### src/rtl/sseg_capture.sv
`default_nettype none
// ============================================================================
// Module : sseg_capture
// Desc   : Decodes a multiplexed active-low 7-segment bus back into a 16-bit
//          value, published after repeated identical complete scans.
// Rev    : 1.0  initial release
// ============================================================================
module sseg_capture #(
  parameter int SETTLE        = 4,
  parameter int CONFIRM_SCANS = 2
) (
  input  logic        clk,
  input  logic        rst_n,
  input  logic [6:0]  seg,
  input  logic [3:0]  an,
  output logic [15:0] value,
  output logic [3:0]  digit_ok,
  output logic        valid,
  output logic        err
);

  localparam int c_cnt_w   = $clog2(SETTLE);
  localparam int c_match_w = $clog2(CONFIRM_SCANS + 1);

  typedef enum logic [0:0] {ST_SETTLING = 1'b0, ST_HELD = 1'b1} state_t;

  state_t               r_state;
  logic [6:0]           r_seg_s1, r_seg_s2;
  logic [3:0]           r_an_s1, r_an_s2;
  logic [10:0]          r_prev;
  logic [c_cnt_w-1:0]   r_stab_cnt;
  logic [15:0]          r_nibs;
  logic [3:0]           r_oks;
  logic [3:0]           r_seen;
  logic [19:0]          r_last_scan;
  logic [c_match_w-1:0] r_match;
  logic                 r_published;

  logic [10:0]          w_cur;
  logic                 w_same, w_settled, w_single, w_capture, w_multi;
  logic                 w_complete, w_publish, w_ok;
  logic [3:0]           w_low, w_nib, w_seen_next, w_oks_next;
  logic [1:0]           w_idx;
  logic [15:0]          w_nibs_next;
  logic [19:0]          w_scan;
  logic [c_match_w-1:0] w_match_next;

  always_comb begin
    w_ok = 1'b1;
    case (r_seg_s2)
      7'h40: w_nib = 4'h0;
      7'h79: w_nib = 4'h1;
      7'h24: w_nib = 4'h2;
      7'h30: w_nib = 4'h3;
      7'h19: w_nib = 4'h4;
      7'h12: w_nib = 4'h5;
      7'h02: w_nib = 4'h6;
      7'h78: w_nib = 4'h7;
      7'h00: w_nib = 4'h8;
      7'h10: w_nib = 4'h9;
      7'h08: w_nib = 4'hA;
      7'h03: w_nib = 4'hB;
      7'h46: w_nib = 4'hC;
      7'h21: w_nib = 4'hD;
      7'h06: w_nib = 4'hE;
      7'h0E: w_nib = 4'hF;
      default: begin
        w_nib = 4'h0;
        w_ok  = 1'b0;
      end
    endcase
  end

  always_comb begin
    w_cur     = {r_an_s2, r_seg_s2};
    w_same    = (w_cur == r_prev);
    // A change on the threshold cycle clears w_same, so it wins over capture.
    w_settled = (r_state == ST_SETTLING) && w_same &&
                (r_stab_cnt == c_cnt_w'(SETTLE - 2));
    w_low     = ~r_an_s2;
    w_single  = (w_low != 4'd0) && ((w_low & (w_low - 4'd1)) == 4'd0);
    w_capture = w_settled && w_single;
    w_multi   = w_settled && !w_single && (w_low != 4'd0);

    case (w_low)
      4'b0010: w_idx = 2'd1;
      4'b0100: w_idx = 2'd2;
      4'b1000: w_idx = 2'd3;
      default: w_idx = 2'd0;
    endcase

    w_nibs_next = r_nibs;
    w_oks_next  = r_oks;
    w_seen_next = r_seen;
    if (w_capture) begin
      w_nibs_next[{w_idx, 2'b00} +: 4] = w_nib;
      w_oks_next[w_idx]                = w_ok;
      w_seen_next                      = r_seen | w_low;
    end
    w_complete = w_capture && (w_seen_next == 4'hF);
    w_scan     = {w_nibs_next, w_oks_next};

    if (w_scan == r_last_scan)
      w_match_next = (r_match == c_match_w'(CONFIRM_SCANS)) ? r_match : r_match + 1'b1;
    else
      w_match_next = c_match_w'(1);

    w_publish = w_complete && (w_match_next == c_match_w'(CONFIRM_SCANS)) &&
                (!r_published || (w_scan != {value, digit_ok}));
  end

  // Synchronizer and previous-sample registers idle at the bus's inactive level.
  always_ff @(posedge clk or negedge rst_n) begin
    if (!rst_n) begin
      r_seg_s1    <= 7'h7F;
      r_seg_s2    <= 7'h7F;
      r_an_s1     <= 4'hF;
      r_an_s2     <= 4'hF;
      r_prev      <= 11'h7FF;
      r_state     <= ST_SETTLING;
      r_stab_cnt  <= '0;
      r_nibs      <= '0;
      r_oks       <= '0;
      r_seen      <= '0;
      r_last_scan <= '0;
      r_match     <= '0;
      r_published <= 1'b0;
      value       <= '0;
      digit_ok    <= '0;
      valid       <= 1'b0;
      err         <= 1'b0;
    end else begin
      r_seg_s1 <= seg;
      r_seg_s2 <= r_seg_s1;
      r_an_s1  <= an;
      r_an_s2  <= r_an_s1;
      r_prev   <= w_cur;
      valid    <= w_publish;
      err      <= w_multi;

      case (r_state)
        ST_SETTLING: begin
          if (!w_same)
            r_stab_cnt <= '0;
          else if (w_settled)
            r_state <= ST_HELD;
          else
            r_stab_cnt <= r_stab_cnt + 1'b1;
        end
        default: begin
          if (!w_same) begin
            r_state    <= ST_SETTLING;
            r_stab_cnt <= '0;
          end
        end
      endcase

      r_nibs <= w_nibs_next;
      r_oks  <= w_oks_next;
      r_seen <= w_complete ? 4'h0 : w_seen_next;
      if (w_complete) begin
        r_last_scan <= w_scan;
        r_match     <= w_match_next;
      end
      if (w_publish) begin
        value       <= w_nibs_next;
        digit_ok    <= w_oks_next;
        r_published <= 1'b1;
      end
    end
  end

endmodule
`default_nettype wire
### config.mk
export PLATFORM = sky130hd
export DESIGN_NAME = sseg_capture
export DESIGN_NICKNAME = d
export VERILOG_FILES = /design/src/rtl/sseg_capture.sv
export SDC_FILE = /design/constraint.sdc
export NUM_CORES = 1
export LEC_CHECK = 0
export ABC_AREA = 1
export BUFFER_PORTS_ARGS = -buffer_cell sky130_fd_sc_hd__buf_2
export CAP_MARGIN = 20
export CORE_AREA = 2 2 120 122
export CTS_BUF_LIST = sky130_fd_sc_hd__clkbuf_2
export CTS_CLUSTER_DIAMETER = 30
export DETAILED_ROUTE_END_ITERATION = 8
export DIE_AREA = 0 0 122 124
export GPL_TIMING_DRIVEN = 0
export HOLD_SLACK_MARGIN = 0.02
export PLACE_DENSITY = 0.66
export SLEW_MARGIN = 0
export SYNTH_ARGS = -nofsm -noshare
export SYNTH_HDL_FRONTEND = slang
export SYNTH_SLANG_ARGS = --single-unit
### constraint.sdc
create_clock -name clk -period 4.7 [get_ports clk]
set_clock_uncertainty 0.1 [all_clocks]
set_input_delay 0.94 -clock clk [delete_from_list [all_inputs] [get_ports clk]]
set_output_delay 0.94 -clock clk [all_outputs]
set_load 0.02 [all_outputs]
## Word-level counts from Yosys, hierarchy flattened

Index checks and enable logic that the tools add are counted.

- Shift operators: 2
- Mux-type cells: 21
- Bitwise logic cells: 4
- Order comparisons: 2
- Reduce and logical (&&, ||, !) cells: 18
- Equality and inequality tests: 27
- Add/subtract/negate cells: 4
- Multiply operators: 0
- Divide/modulo/power cells: 0

Operators by type and width:

| cell | number |
|---|---|
| $pmux W4 S15 | 1 |
| $eq A7 B7 Y1 const B | 4 |
| $eq A7 B5 Y1 const B | 3 |
| $eq A7 B6 Y1 const B | 3 |
| $eq A20 B20 Y1 | 1 |
| $ne A20 B20 Y1 | 1 |
| $bwmux W16 | 1 |
| $mux W16 | 1 |
| $reduce_or A16 Y1 | 1 |
| $shift A4 B6 Y16 const A | 1 |
| $shiftx A4 B6 Y16 | 1 |
| $eq A7 B2 Y1 const B | 2 |
| $eq A7 B4 Y1 const B | 2 |
| $mux W2 | 6 |
| $mux W4 | 3 |
| $eq A11 B11 Y1 | 1 |
| $logic_and A1 B1 Y1 | 10 |
| $eq A4 B4 Y1 const B | 2 |
| $eq A7 B3 Y1 const B | 1 |
| $logic_not A7 Y1 | 1 |
| $eq A2 B2 Y1 const B | 3 |
| $mux W1 | 6 |
| $neg A4 Y6 | 1 |
| $pmux W2 S3 | 1 |
| 18 further kinds | 21 |

- Latch bits: 0
- Output and inout bits: 22
- Flip-flop bits (word level): 105
- Bits in read-only memories: 0
- Memories kept: 0
- Memory bits (writable): 0

## Depth between registers and ports, before layout

- Word-level depth: 14
- Depth in mapped cells: 23
- Depth with buffers taken out: 22

## Worst setup path before layout

No wires, ideal clock.

- Path type: register to register
- Start: register r_an_s2[2]
- End: register value[4]
- Slack: 1.477 ns
- Arrival time: 3.006 ns
- Path buffers: 1
- Cell stages (with the launch flop): 22
- Required time: 4.483 ns
- Cell sequence: dfstp_2 nand2_1 o21ai_0 inv_1 ha_1 inv_1 nand2_1 inv_1 nand2_1 nand3_1 nand2_1 nand2_1 nand2_1 nor2_1 nand2_1 nor2_1 nand3_2 nor2_4 nand3_2 buf_6 nand2_1 nand2_1

- Longest elaborated chain between the ends: 14

Ends and longest elaborated chain:

| what | line | source |
|---|---|---|
| from (decl) | 29 | `logic [3:0] r_an_s1, r_an_s2;` |
| from (signal assigned) | 136 | `r_an_s2 <= r_an_s1;` |
| parallel branches: the longest is 14 deep, another holds $neg A4 Y6 | - |  |
| to (signal assigned) | 166 | `value <= w_nibs_next;` |
| to (decl) | 16 | `output logic [15:0] value,` |

Parallel ways; which one is timed is not known.
A chain may end at the register's enable or synchronous reset.

## Worst setup path after layout

- Start: register r_an_s2[2]
- End: register value[9]

Same word-level chain as after synthesis.

==> impl_metrics.yaml <==
synth:
  yosys.area.top_type_share_pct: 33.3
  syn_area_um2: 5410
  synth-edff-count: 0
  syn_avg_cell_area_um2: 7.70
  synth_area_leaders: "dfrtp_1, nand2_1, dfstp_2"
  ys_types: 32
  yosysTopAreaCell: "dfrtp_1"
  async_flop_share_pct: 100
  synth_commonest_cells: "nand2_1, inv_1, dfrtp_1, nor2_1, nand3_1"
  syn_inst: 703
  synth_ff_type: "dfrtp_1"
  ys_seq_elements: 105
  yosys_warnings: 0
  syn_nets: 722
  yosysSeqAreaShare_pct: 49.3
  yosysMostFrequentCell: "nand2_1"
sta:
  setup_tns_ns: 0
  fin_ws_ns: 0.688
  rsz0062_at_grt: "no"
  period_share_pct: 85.4
  finalHoldViolCount: 0
  slew_violations: 0
  fin_crit_ns: 4.01
  slew_headroom_pct: 50.3
  setup_viol: 0
  fmax_mhz: 249
  worstMarginPinSlew_ns: 0.745
place:
  dp_cells: 918
  gp_congestion: 0.870
  dpl.hpwl_um: 8930
  port_buffers: 34
  pre_cts_slack_ns: 0.745
setup_path:
  cp_common_cell: "nand2_1"
  slowest_stage: "dfstp_2"
  critPathCaptureType: "flop"
  arrival_ns: 4.42
  critical-path-max-stage-delay_ns: 0.66
  path_class: "reg2reg"
  startpoint_type: "flop"
  crit_family: "simple AND/OR/NAND/NOR gates"
  worstPathCellList: "nand2_1, o21ai_0, inv_1, ha_1, inv_1, nand2_1, inv_1, nand2_1, nand2_1, nand2_1, nand2_1, nand2_1, nor2_1, nand2_1, nor2_1, nand3_2, nor2_4, nand3_2, buf_6, nand2_1, nand2_1"
  crit_fanout: 10
  worstPathRequired_ns: 5.11
  worstPathBufferInverterCount: 4
flow_run:
  max-cap-violations: 0
grt:
  globalRouteTotalUtil_pct: 17.1
  grt_overflow: 0
  grt_pass1_wl_um: 19900
  antenna_found_initial: 0
  grt_start_max_net_pins: 61
  grt_pass1_vias: 4013
clocking:
  cts_hold_buffers: 0
  clk_pin_slew_ns: 0.30
  worstSkewPairLatency_ns: 0.62
  post-cts-setup-buffers: 0
  clock_sink_count: 105
  cts_resized: 0
  cts_buffer_depth: 2
  numCtsBuffers: 9
  htreeDepth: 3
  tritoncts: "built"
  root_buffer: "clkbuf_2"
floorplanning:
  start_util_pct: 39.5
  io_pins: 35
  core-area_um2: 13700
  die_x_um: 122
  die_area_um2: 15100
  rows: 43
  die_h_um: 124
route:
  wl_um: 11800
  first_iter_violations: 250
  drt_first_pass_iters: 5
  via_per_inst: 4.70
  ant_nets: 0
  vias: 4392
  drcViolationCount: 0
  wl_per_cell_um: 12.7
finish:
  area_growth_pct: 10.4
  multi_input_area_um2: 2340
  n_antenna_cell: 0
  fillers: 1407
  register_area_um2: 2670
  nets: 768
  layout.cells.non_filler: 934
  drive_above_1_share_pct: 17.2
hold_path:
  hold_path.class: "in2async"
power:
  irDropWorstVdd_uv: 173
  p_leak_nw: 3.20
  p_per_area_nw_per_um2: 252
status:
  status: "finished clean"
## flip-flops by register name, summed over array words and instances, names as in the netlist
register,count
r_oks,4
r_seg_s1,7
digit_ok,4
r_seg_s2,7
r_seen,4
err,1
value,16
r_published,1
r_prev,11
r_nibs,16
valid,1
r_an_s1,4
r_state,1
r_an_s2,4
r_last_scan,20
r_stab_cnt,2
r_match,2
## area by class of cell
| cell class | instances | share of cell area (%) |
|---|---|---|
| timing repair buffer | 35 | 3.35 |
| buffer | 12 | 1.17 |
| clock buffer | 9 | 0.754 |
| clock inverter | 7 | 1.53 |
| inverter | 88 | 5.53 |
| sequential | 105 | 44.7 |
| tap | 180 | 3.77 |
| multi-input combinational | 498 | 39.2 |
## placed cells by master, fill, tap and decap left out, types with 3 or more instances in the layout
cell / instances
nand2_4: 5
nor2_1: 71
nand2_1: 265
buf_4: 3
xnor2_1: 10
clkbuf_1: 6
o21ai_0: 24
dfrtp_1: 72
nand3b_1: 4
nand3_1: 39
nor2_2: 5
nor3_1: 6
nand2_2: 21
nand4_1: 25
ha_1: 6
a21oi_1: 4
inv_1: 85
inv_2: 3
clkbuf_2: 9
buf_2: 35
dfstp_2: 33
## power breakdown
| group | total [mW] | switching [mW] | internal, mW |
|---|---|---|---|
| sequential | 0.946 | 0.0132 | 0.932 |
| combinational | 0.0790 | 0.0563 | 0.0227 |
| clock | 0.484 | 0.307 | 0.177 |
| total | 1.51 | 0.376 | 1.13 |
## layer usage
metal / wire length (um) / global-route usage (%) / up-vias
li1: - / - / 2272
met1: 5650 / 22.7 / 2044
met2: 5510 / 27.5 / 59
met3: 441 / 3.62 / 17
met4: 235 / 6.54 / 0
met5: 0 / 0 / -
## path summary, 6_finish.rpt
path	startpoint	end	slack, ns	cells after the start
setup / recovery	r_an_s2[2]	value[9]	0.69	21
max in group asynchronous	rst_n	r_last_scan[15]	3.58	2
hold / removal	rst_n	r_last_scan[16]	0.23	1
min in group clk	r_seg_s1[1]	r_seg_s2[1]	0.25	0
setup reg to reg	r_an_s2[2]	value[9]	0.69	21
hold reg to reg	r_seg_s1[1]	r_seg_s2[1]	0.25	0
## logic make-up after synthesis
kind of cell / count (synthesis) / share of synthesized area [%]
DFF: 105 / 49.3
buffers and inverters: 100 / 7.40
and+or+nand+nor: 448 / 36.8
AOI/OAI and AO/OA: 33 / 3.31
xor gates and xnor gates: 11 / 1.78
adders and majority gates: 6 / 1.39
## worst register-to-register path: stages (launching register included)
cell and delay [ns]:
dfstp_2 0.66, nand2_1 0.10, o21ai_0 0.55, inv_1 0.25, ha_1 0.43, inv_1 0.16, nand2_1 0.07, inv_1 0.11
nand2_1 0.07, nand2_1 0.14, nand2_1 0.13, nand2_1 0.07, nand2_1 0.05, nor2_1 0.10, nand2_1 0.06, nor2_1 0.20
nand3_2 0.14, nor2_4 0.15, nand3_2 0.14, buf_6 0.18, nand2_1 0.06, nand2_1 0.05
## stage by stage
| stage | utilization [%] | power [mW] | hold WS (ns) | cell area (um2) |
|---|---|---|---|---|
| finish | 43.5 | 1.51 | 0.231 | 5970 |
| CTS | 43.5 | 1.53 | 0.218 | 5970 |
| detailed placement | 42.6 | 1.04 | 0.247 | 5840 |
| global placement | 42.3 | 1.04 | 0.246 | 5810 |
| global route | 43.5 | 1.58 | 0.207 | 5970 |
| floorplan | - | 1.00 | 0.245 | 5410 |
Power figures use the tool's default switching activity.
